[config.mk]
export PLATFORM = sky130hd
export DESIGN_NAME = r_ram_to_verify
export DESIGN_NICKNAME = d
export VERILOG_FILES = /design/src/rtl/r_ram_to_verify.sv
export SDC_FILE = /design/constraint.sdc
export NUM_CORES = 1
export LEC_CHECK = 0
export ABC_AREA = 1
export CAP_MARGIN = 5
export CORE_ASPECT_RATIO = 0.8
export CORE_MARGIN = 4
export CORE_UTILIZATION = 40
export DETAILED_ROUTE_END_ITERATION = 8
export PLACE_DENSITY = 0.77
export SLEW_MARGIN = 25
export SYNTH_ARGS = -nofsm -noshare
export SYNTH_HDL_FRONTEND = slang
export SYNTH_SLANG_ARGS = --single-unit
export TNS_END_PERCENT = 50
[constraint.sdc]
create_clock -name sys_clk -period 2.6 [get_ports sys_clk]
set_clock_uncertainty 0.1 [all_clocks]
set_input_delay 0.78 -clock sys_clk [delete_from_list [all_inputs] [get_ports sys_clk]]
set_output_delay 0.78 -clock sys_clk [all_outputs]
set_load 0.01 [all_outputs]
[src/rtl/r_ram_to_verify.sv]
// ---------------------------------------------------------------------------
// r_ram_to_verify
//   Reads a BYTES-long byte image out of the shared byte RAM and reassembles
//   it into the flat vector H for the verify datapath. The RAM byte at
//   BASE_ADDR+0 ends up in the MSB byte of H. It uses the same start/end
//   level handshake as the verify-side RAM writer.
//
// Ports
//   sys_clk                in   1        clock, rising edge
//   sys_rst_n              in   1        asynchronous active-low reset
//   r_ram_to_verify_start  in   1        level request; starts when high and end low
//   ram_dout               in   8        RAM read data
//   address                out  15       RAM address (registered)
//   ena                    out  1        RAM read enable, one-cycle pulse per byte
//   H                      out  8*BYTES  assembled image, byte0 at [8*BYTES-1 -: 8]
//   busy                   out  1        high from transfer start until end is set
//   r_ram_to_verify_end    out  1        completion flag
// ---------------------------------------------------------------------------
module r_ram_to_verify #(
    parameter logic [14:0] BASE_ADDR  = 15'd0,
    parameter int unsigned BYTES      = 32,
    parameter int unsigned RD_LATENCY = 1
) (
    input  logic                 sys_clk,
    input  logic                 sys_rst_n,
    input  logic                 r_ram_to_verify_start,
    input  logic [7:0]           ram_dout,
    output logic [14:0]          address,
    output logic                 ena,
    output logic [8*BYTES-1:0]   H,
    output logic                 busy,
    output logic                 r_ram_to_verify_end
);

    localparam int unsigned ADDR_W = 15;
    localparam int unsigned H_W    = 8 * BYTES;
    localparam int unsigned IDX_W  = (BYTES > 1) ? $clog2(BYTES) : 1;
    localparam int unsigned LAT_W  = $clog2(RD_LATENCY + 1);

    localparam logic [IDX_W-1:0] LAST_IDX = IDX_W'(BYTES - 1);
    localparam logic [LAT_W-1:0] LAT_MAX  = LAT_W'(RD_LATENCY);

    typedef enum logic [1:0] {
        S_IDLE  = 2'd0,
        S_ISSUE = 2'd1,
        S_WAIT  = 2'd2
    } state_t;

    state_t              state_q;
    logic [IDX_W-1:0]    idx_q;
    logic [LAT_W-1:0]    lat_q;
    logic [ADDR_W-1:0]   address_q;
    logic                ena_q;
    logic [H_W-1:0]      h_q;
    logic                busy_q;
    logic                end_q;

    // Read data is valid on this edge: lat has counted the full RAM latency
    logic capture_c;
    // Capture of the final byte; this edge sets end
    logic complete_c;

    assign capture_c  = (state_q == S_WAIT) && (lat_q == LAT_MAX);
    assign complete_c = capture_c && (idx_q == LAST_IDX);

    // Transfer sequencer: issue one read, wait out the latency, shift the byte in
    always_ff @(posedge sys_clk or negedge sys_rst_n) begin
        if (!sys_rst_n) begin
            state_q   <= S_IDLE;
            idx_q     <= '0;
            lat_q     <= '0;
            address_q <= BASE_ADDR;
            ena_q     <= 1'b0;
            h_q       <= '0;
            busy_q    <= 1'b0;
            end_q     <= 1'b0;
        end else begin
            case (state_q)
                S_IDLE: begin
                    // end must be clear so a held start cannot re-trigger
                    if (r_ram_to_verify_start && !end_q) begin
                        state_q   <= S_ISSUE;
                        busy_q    <= 1'b1;
                        idx_q     <= '0;
                        address_q <= BASE_ADDR;
                        ena_q     <= 1'b1;
                    end
                end
                S_ISSUE: begin
                    ena_q   <= 1'b0;
                    lat_q   <= LAT_W'(1);
                    state_q <= S_WAIT;
                end
                S_WAIT: begin
                    if (capture_c) begin
                        // Shift left by one byte; the cast drops the old MSB byte
                        h_q <= H_W'({h_q, ram_dout});
                        if (idx_q == LAST_IDX) begin
                            state_q <= S_IDLE;
                            busy_q  <= 1'b0;
                            idx_q   <= '0;
                        end else begin
                            idx_q     <= idx_q + IDX_W'(1);
                            address_q <= BASE_ADDR + ADDR_W'(idx_q) + ADDR_W'(1);
                            ena_q     <= 1'b1;
                            state_q   <= S_ISSUE;
                        end
                    end else begin
                        lat_q <= lat_q + LAT_W'(1);
                    end
                end
                default: begin
                    state_q <= S_IDLE;
                end
            endcase

            // Completion wins over the clear caused by start being low
            if (complete_c) begin
                end_q <= 1'b1;
            end else if (!r_ram_to_verify_start) begin
                end_q <= 1'b0;
            end
        end
    end

    assign address             = address_q;
    assign ena                 = ena_q;
    assign H                   = h_q;
    assign busy                = busy_q;
    assign r_ram_to_verify_end = end_q;

endmodule

Word-level counts from Yosys, hierarchy flattened
Index checks and enable logic that the tools add are counted.

word-level totals
  input port bits = 11
  flip-flop bits (word level) = 282

cells by class
  eq/ne operators = 9
  mux-type cells = 23
  reduce and logical (&&, ||, !) cells = 15
  add/sub/neg operators = 3

operator list
  operator               number
  $mux W15               3
  $pmux W15 S2           1
  $mux W5                3
  $reduce_and A4 Y1      3
  $pmux W5 S2            1
  $mux W1                9
  $ne A2 B2 Y1 const B   4
  $add A5 B1 Y6 const B  1
  $pmux W2 S3            1
  $reduce_and A2 Y1      3
  $add A5 B1 Y5 const B  1
  $eq A5 B5 Y1 const B   1
  $mux W2                2
  $ne A2 B1 Y1 const B   2
  $pmux W1 S2            2
  $reduce_bool A2 Y1     2
  $logic_and A1 B1 Y1    3
  $pmux W1 S3            1
  $reduce_and A3 Y1      1
  $reduce_bool A3 Y1     1
  $eq A2 B1 Y1 const B   1
  $eq A2 B2 Y1 const B   1
  $logic_not A2 Y1       1
  $add A1 B1 Y1 const B  1
  $logic_not A1 Y1       1

Longest topological paths before layout
  word-level depth = 4
  mapped depth = 8

Worst setup path after synthesis
Ideal clock, no wire load.

  path type = input-to-reg
  start point = input r_ram_to_verify_start
  end point = register address_q[3] (netlist: address[3])
  library setup time = 0.118 ns
  arrival time = 1.361 ns
  slack = 1.021 ns
  required time = 2.382 ns
  cell stages on the path = 5
  path buffers = 0
  cell sequence = inv_1 o21ai_0 nand3_1 nand2_1 nand2_1

between the ends
  word-level cells in the longest chain between the ends = 3

RTL lines
  element                             line  text
  from (decl)                         26    input logic r_ram_to_verify_start,
  $logic_and A1 B1 Y1                 81    if (r_ram_to_verify_start && !end_q) begin
  $ne A2 B2 Y1 (no source line)       -
  $reduce_and A4 Y1 (no source line)  -
  to (signal assigned)                104   address_q <= BASE_ADDR + ADDR_W'(idx_q) + ADDR_W'(1);
  to (decl)                           52    logic [ADDR_W-1:0] address_q;

No other way between the ends.
A chain may end at the register's enable or synchronous reset.

Worst setup path after layout
  start point = register h_q[226] (netlist: H[226])
  end point = output H[226]

RTL lines
  element                 line  text
  from (decl)             54    logic [H_W-1:0] h_q;
  from (signal assigned)  97    h_q <= H_W'({h_q, ram_dout});
  to (decl)               30    output logic [8*BYTES-1:0] H,

No word-level cell between the ends.

==> flow_summary.ini <==
[outcome]
status = finished clean

[synthesis]
synth_flop_cell = dfrtp_1
synthTopCellsByArea = dfrtp_1 (63%), nand2_1 (18%), nand3_1 (12%), buf_2 (1.8%), clkbuf_1 (1.5%)
syn-cell-area_um2 = 10800
yosys_warnings = 0
synthMuxAreaShare_pct = 0
synth_top_area_share_pct = 63.2
synth_simple_gate_area_share_pct = 30.6
async_flop_share_pct = 100
synthCells = 1205
synth_common_cells = nand2_1 (523), dfrtp_1 (273), nand3_1 (249), clkbuf_1 (42), buf_2 (38)
yosysTopAreaCell = dfrtp_1
synth_top_family_by_area = simple AND/OR/NAND/NOR gates
yosysUniqueCellTypes = 18
avgSynthCellArea_um2 = 8.96
ys_ff_latch = 273
synth_fa_ha_area_share_pct = 0.348
synth-edff-count = 0
yosysMostFrequentCell = nand2_1
synth-xor-area-share_pct = 0
yosysSeqAreaShare_pct = 63.2
synth-compound-area-share_pct = 1.10

[sta]
worst-slew-pin-transition_ps = 972
finalSetupTns_ps = 0
fin_crit_sh_pct = 93.2
final-setup-viol-count = 0
max_freq_mhz = 413
maxSlewHeadroom_pct = 35.2
maxSlewViolCount = 0
hold_slack_ps = 127
rsz0062_at_grt = false
finalHoldViolCount = 0
setup_slack_ps = 177
min_period_ps = 2420

[pwr]
power.leakage_nw = 7.26
vdd.ir_drop.worst_v = 0.000492
p_total_mw = 9.18
power_density_nw_per_um2 = 619

[place]
place_ws_ps = 233
place_congestion = 0.824
io_buffers = 275
hpwl_um = 19100
placed_area_um2 = 13900

[critical_path]
crit_arrival_ps = 1540
crit_chain = clkdlybuf4s50_1
start_kind = flip-flop
crit_family = buffers and inverters
slowest_delay_ps = 590
cp_slowest_cell = clkdlybuf4s50_1
critPathCaptureType = primary output
critPathKind = flip-flop to primary output
required_ps = 1720
cp_max_fo = 3
path_buf_inv = 1

[final_layout]
num_antenna_cells = 0
layout-drive-gt1-share_pct = 4.30
area_growth_pct = 37.2
num-nets-final = 1459
design_area_um2 = 14800

[routing]
post_drt_wl_per_cell_um = 16.3
wirelength_um = 29700
drt_first_pass_iters = 5
drt-initial-drc-count = 811
ant_nets = 0
drc_errors = 0
vias_per_cell = 5.00
num_vias = 9110

[cts]
cts-root-buf = clkbuf_16
cts_resized = 0
clkLatencyLatePin_ps = 530
cts_tree = built
clk_path_buf_depth = 3
hold_buffers = 0
numCtsBuffers = 28
cts_setup_buffers = 0
clock_sinks = 273
htree_levels = 1
clk_pin_slew_ps = 60

[floorplan]
initial_utilization_pct = 40.8
design.core.area_um2 = 26500
die_w_um = 192
die_y_um = 155
ios = 285
die-area_um2 = 29700
row_count = 53

[min_path]
hold_class = input pin to async pin

[global_routing]
grt_first_pass_wirelength_um = 48900
grt_max_degree = 239
grt_pass1_vias = 8991
grt_antenna_before_repair = 0
track_usage_pct = 19.7
grt-ovfl-total = 0

[run]
maxCapViolCount = 0
final timing paths:
path	startpoint	endpoint	slack, ps	cells after the start
setup / recovery	H[226]	H[226]	180	1
hold / removal	sys_rst_n	H[139]	130	1
setup reg to reg	lat_q	H[33]	490	4
hold reg to reg	H[254]	H[254]	370	2
max in group asynchronous	sys_rst_n	H[70]	1610	2
min in group sys_clk	H[254]	H[254]	370	2
power breakdown:
| part | total (mW) | internal, mW | leakage, nW | switching, mW |
|---|---|---|---|---|
| clock | 3.93 | 2.33 | 0.433 | 1.60 |
| combinational | 0.714 | 0.377 | 3.52 | 0.337 |
| sequential | 4.54 | 4.40 | 3.31 | 0.134 |
| total | 9.18 | 7.11 | 7.26 | 2.07 |
flip-flops by register name (all words and copies together) (netlist names):
register and flops:
busy 1, address 6, idx_q 5, H 256, state_q 2, r_ram_to_verify_end 1, lat_q 1, ena 1
layer usage:
metal | vias up | routed length, um | global-route usage (%)
li1 | 4314 | - | -
met1 | 4498 | 12700 | 27.4
met2 | 250 | 14100 | 31.0
met3 | 48 | 2270 | 5.38
met4 | 0 | 711 | 4.58
met5 | - | 0 | 0
layout by cell type (no fill, tap or decap):
cell	Yosys	routed
buf_16	0	1
inv_1	17	17
clkbuf_8	0	3
clkbuf_1	42	12
nor2_4	1	1
clkbuf_16	0	29
a21oi_1	10	10
nor2_1	18	18
buf_4	10	7
o21ai_2	1	1
dfrtp_1	273	272
bufinv_16	0	2
clkinvlp_4	0	1
inv_2	1	1
ha_1	3	3
nand3b_1	1	1
dfrtp_4	0	1
o21ai_0	12	12
conb_1	1	9
nand3_1	249	249
nand2_1	523	523
clkinv_2	0	3
buf_12	0	12
buf_8	0	1
nand4_1	2	2
clkdlybuf4s50_1	0	274
cell type report:
cell class | count | area [um2]
clock buffer | 44 | 812
clock inverter | 6 | 82.6
fill | 2255 | 11600
inverter | 18 | 67.6
multi-input combinational | 829 | 3500
sequential | 273 | 6840
tap | 357 | 447
timing repair buffer | 295 | 3080
through the flow:
stage / cells / utilization [%]
finish: 1822 / 56.0
global route: 1822 / 56.0
detailed placement: 1771 / 52.5
CTS: 1821 / 55.9
floorplan: 1213 / -
global placement: 1771 / 52.5
logic make-up after synthesis:
family	Yosys count
AO/OA/AOI/OAI	23
AND/OR/NAND/NOR	794
other	1
adder cells (fa/ha/maj)	3
flip-flops	273
buffers and inverters	111
Note: power is estimated with default switching activity, not from simulation.
